`src/rtl/bin_to_bcd_seq.sv`:
```
// Sequential binary-to-BCD converter using shift-and-add-3, one bit per clock.
// Start/busy/done handshake; bcd holds the last completed result.
module bin_to_bcd_seq #(
    parameter int W = 8,
    parameter int D = 3
) (
    input  logic             clk,
    input  logic             rst_n,
    input  logic             start,
    input  logic [W-1:0]     bin,
    output logic             busy,
    output logic             done,
    output logic [4*D-1:0]   bcd
);

    localparam int CW = $clog2(W + 1);
    localparam int SW = 4 * D + W;

    typedef enum logic {
        IDLE,
        CONV
    } state_t;

    state_t          state, state_next;
    logic [SW-1:0]   shift_q;
    logic [SW-1:0]   shift_adj;
    logic [SW-1:0]   shift_next;
    logic [CW-1:0]   count_q;
    logic            last_iter;

    // One double-dabble step: correct every digit >= 5, then shift the whole register.
    always_comb begin
        shift_adj = shift_q;
        for (int i = 0; i < D; i++) begin
            if (shift_q[W + 4*i +: 4] >= 4'd5) begin
                shift_adj[W + 4*i +: 4] = shift_q[W + 4*i +: 4] + 4'd3;
            end
        end
        shift_next = shift_adj << 1;
    end

    assign last_iter = (count_q == CW'(W - 1));

    always_ff @(posedge clk or negedge rst_n) begin
        if (!rst_n) begin
            state <= IDLE;
        end else begin
            state <= state_next;
        end
    end

    always_comb begin
        state_next = state;
        case (state)
            IDLE:    if (start) state_next = CONV;
            CONV:    if (last_iter) state_next = IDLE;
            default: state_next = IDLE;
        endcase
    end

    always_comb begin
        busy = (state == CONV);
    end

    // bcd is written only on the final iteration, so partial sums never reach it.
    always_ff @(posedge clk or negedge rst_n) begin
        if (!rst_n) begin
            shift_q <= '0;
            count_q <= '0;
            done    <= 1'b0;
            bcd     <= '0;
        end else begin
            done <= 1'b0;
            case (state)
                IDLE: begin
                    if (start) begin
                        shift_q <= {{(4*D){1'b0}}, bin};
                        count_q <= '0;
                    end
                end
                CONV: begin
                    shift_q <= shift_next;
                    count_q <= count_q + CW'(1);
                    if (last_iter) begin
                        done <= 1'b1;
                        bcd  <= shift_next[SW-1 -: 4*D];
                    end
                end
                default: ;
            endcase
        end
    end

endmodule
```
`config.mk`:
```
export PLATFORM = sky130hd
export DESIGN_NAME = bin_to_bcd_seq
export DESIGN_NICKNAME = d
export VERILOG_FILES = /design/src/rtl/bin_to_bcd_seq.sv
export SDC_FILE = /design/constraint.sdc
export NUM_CORES = 1
export LEC_CHECK = 0
export ABC_CLOCK_PERIOD_IN_PS = 2200
export CAP_MARGIN = 10
export CORE_AREA = 4 4 70 72
export CTS_CLUSTER_SIZE = 10
export DETAILED_ROUTE_END_ITERATION = 10
export DIE_AREA = 0 0 74 76
export REMOVE_ABC_BUFFERS = 1
export SYNTH_ARGS = -nofsm -noshare
export SYNTH_HDL_FRONTEND = slang
export SYNTH_SLANG_ARGS = --single-unit
export TNS_END_PERCENT = 100
```
`constraint.sdc`:
```
create_clock -name clk -period 2.2 [get_ports clk]
set_clock_uncertainty 0.05 [all_clocks]
set_input_delay 0.33 -clock clk [delete_from_list [all_inputs] [get_ports clk]]
set_output_delay 0.33 -clock clk [all_outputs]
set_load 0.02 [all_outputs]
```
==> reports/results.txt <==
Fin. max-slew vios: 0
Critical path's largest stage delay: 0.41 ns
DRC: 0
Main combinational cell family by area after synthesis: simple AND/OR/NAND/NOR gates
CP Class: flop to flop
Clk_lat worst skew: 0.29 ns
Status: finished clean
Commonest non-fill, non-tap cell in the layout: dfrtp_1
Syn Inst Count: 167
CTS tree: done
DRT iter0 DRCs: 62
Clock slew at reported path FFs: 0.07 ns
Via density: 5.10
Largest net degree at the start of global routing: 39
Ant. Diodes: 0
DR WL met2: 1580 µm
# fillers: 391
Delay-heaviest family, CP: multiplexers
Finish-stage setup viols: 0
Post-placement cell count: 238
Adder-cell area share of the yosys netlist: 4.79%
GP Congestion: 0.717
Proportion of synthesized area in mux cells: 13.3%
Total wire length: 3350 µm
Area growth syn-to-layout: 20.1%
Starting Density: 42.6%
Die height: 76 µm
Initial antenna violation count: 0
IO Pins: 25
Setup crit start kind: flop
First-pass GRT wire length: 5930 µm
Drt pass-1 iters: 4
Die width: 74 µm
Worst setup startpoint: shift_q[16]
Number of global-route vias before repair: 1294
Port bufs: 24
Max-cap check violation count: 0
Post-synth cell types: 28
HPWL Detailed: 2290 µm
Core ar.: 4290 µm²
All-Layer GR Usage: 13.7%
Htree depth: 2
Most frequent cells in the layout: dfrtp_1 (38), clkdlybuf4s50_1 (23), nand2_1 (21), mux2i_1 (19), nand2b_1 (14)
Share of the synthesized area in the top cell type: 52.0%
Warning count from the yosys run: 0
Via count: 1254
Worst EP arrival: 1.89 ns
Gr ovfl total: 0
P per Cell Area: 1480 nW/µm²
WL/cell: 13.6 µm
R2r startpoint: shift_q[16]
CP max FO: 3
Clock Path Buffers: 2
Clock sinks: 38
Worst slew margin relative to its limit: 44.1%
Top routing layer in use: met4
VDD IR max: 0.758 mV
Total CTS buffers: 5
Final net count: 211
Worst Path Buf+Inv: 1
PostCTS Resize Cnt: 0
Worst-Margin Slew: 0.839 ns
Synthesized flop and latch total: 38
Max Freq: 577 MHz
Largest area contributor in the synthesized netlist: dfrtp_1
Hold Path Class: primary input to async pin
Final Hold Vio Count: 0
Compound-gate portion of the synthesized area: 10.1%
Period minus WS final: 1.73 ns
Fin crit share: 78.7%
XOR/XNOR Fraction of Synth Area: 2.39%
Post-Layout Cell Count: 246
Unrepaired setup endpoints after global routing: no
Synth Cell Area: 1830 µm²
WL met3: 149 µm
CP Data Required Time: 2.36 ns
Register area share after synthesis: 52.0%
Slowest CP cell: dfrtp_1
DRT antenna net count: 0
WHS: 0.0884 ns
P_leak: 1.05 nW
Syn Area/Cell: 11.0 µm²
Post-synthesis simple-gate area fraction: 13.5%
Hold-fix buffers, CTS: 0
DIE AREA: 5620 µm²
Crit. End Element: flop
Area contributors post-synth: dfrtp_1 (52%), mux2i_1 (10%), ha_1 (4.8%)
Post-CTS setup buffer count: 0
Register area: 951 µm²
Area of the multi-input gates: 806 µm²
Root buffer cell: clkbuf_8
FP Rows: 24
Met1 Wirelength: 1540 µm
CP Cell Sequence: inv_1 -> ha_1 -> nand2b_1 -> a21oi_1 -> mux2_2 -> mux2i_1
Share of post-route cells with drive strength above 1: 10.3%
[power breakdown]
| part | switching (mW) | leakage [nW] | internal [mW] |
|---|---|---|---|
| Combinational | 0.787 | 0.514 | 0.740 |
| Sequential | 0.230 | 0.484 | 1.01 |
| Clock | 0.238 | 0.0482 | 0.253 |
| Total | 1.25 | 1.05 | 2.01 |
[sequential cells by signal (all words and copies together), names as in the netlist]
signal	cells
busy	1
shift_q	20
bcd	12
count_q	4
done	1
[final timing paths]
path	depth (start not counted)	endpoint	slack, ns
min in group clk	2	bcd[7]	0.43
setup / recovery	6	shift_q[18]	0.47
hold reg to reg	2	bcd[7]	0.43
setup reg to reg	6	shift_q[18]	0.47
hold / removal	1	bcd[5]	0.09
max in group asynchronous	1	shift_q[3]	1.49
[final cells by class]
class	count	share of cell area [%]
Timing Repair Buffer	27	11.7
Sequential cell	38	43.3
Multi-Input combinational cell	114	36.7
Tap cell	52	2.96
Clock buffer	7	3.93
Clock inverter	1	0.228
Inverter	7	1.20
[cell families after synthesis]
kind of cell,after synthesis
compound gates,32
flops,38
xor+xnor,5
buf+inv,15
mux,23
simple gates,47
fa+ha+maj,7
[Yosys cell counts, drive strengths merged]
cell / instances
xnor2: 4
o21ai: 19
dfrtp: 38
xor2: 1
nand4b: 1
nand2: 21
nand3: 1
mux2: 4
nor3: 1
o31ai: 1
nand2b: 14
a21o: 2
a22o: 2
a21oi: 8
nor2: 3
ha: 7
clkbuf: 2
mux2i: 19
inv: 7
nor3b: 6
buf: 6
[per-layer routing]
metal / vias to the layer above / GRT usage (%)
met5: - / 0
met4: 0 / 5.98
met3: 10 / 4.62
met2: 25 / 21.5
met1: 604 / 16.7
li1: 615 / -
[stage by stage]
stage	worst slack [ns]	utilization, %	total power [mW]	instance area [µm²]	TNS [ns]
after floorplan	-0.0784	-	2.26	1780	-0.157
after CTS	0.487	51.2	3.31	2200	0
after detailed placement	0.472	49.0	2.81	2110	0
after global placement	0.631	49.0	2.73	2110	0
after global routing	0.411	51.2	3.55	2200	0
final	0.468	51.2	3.26	2200	0
No activity file was read; power rests on OpenSTA's default activity.
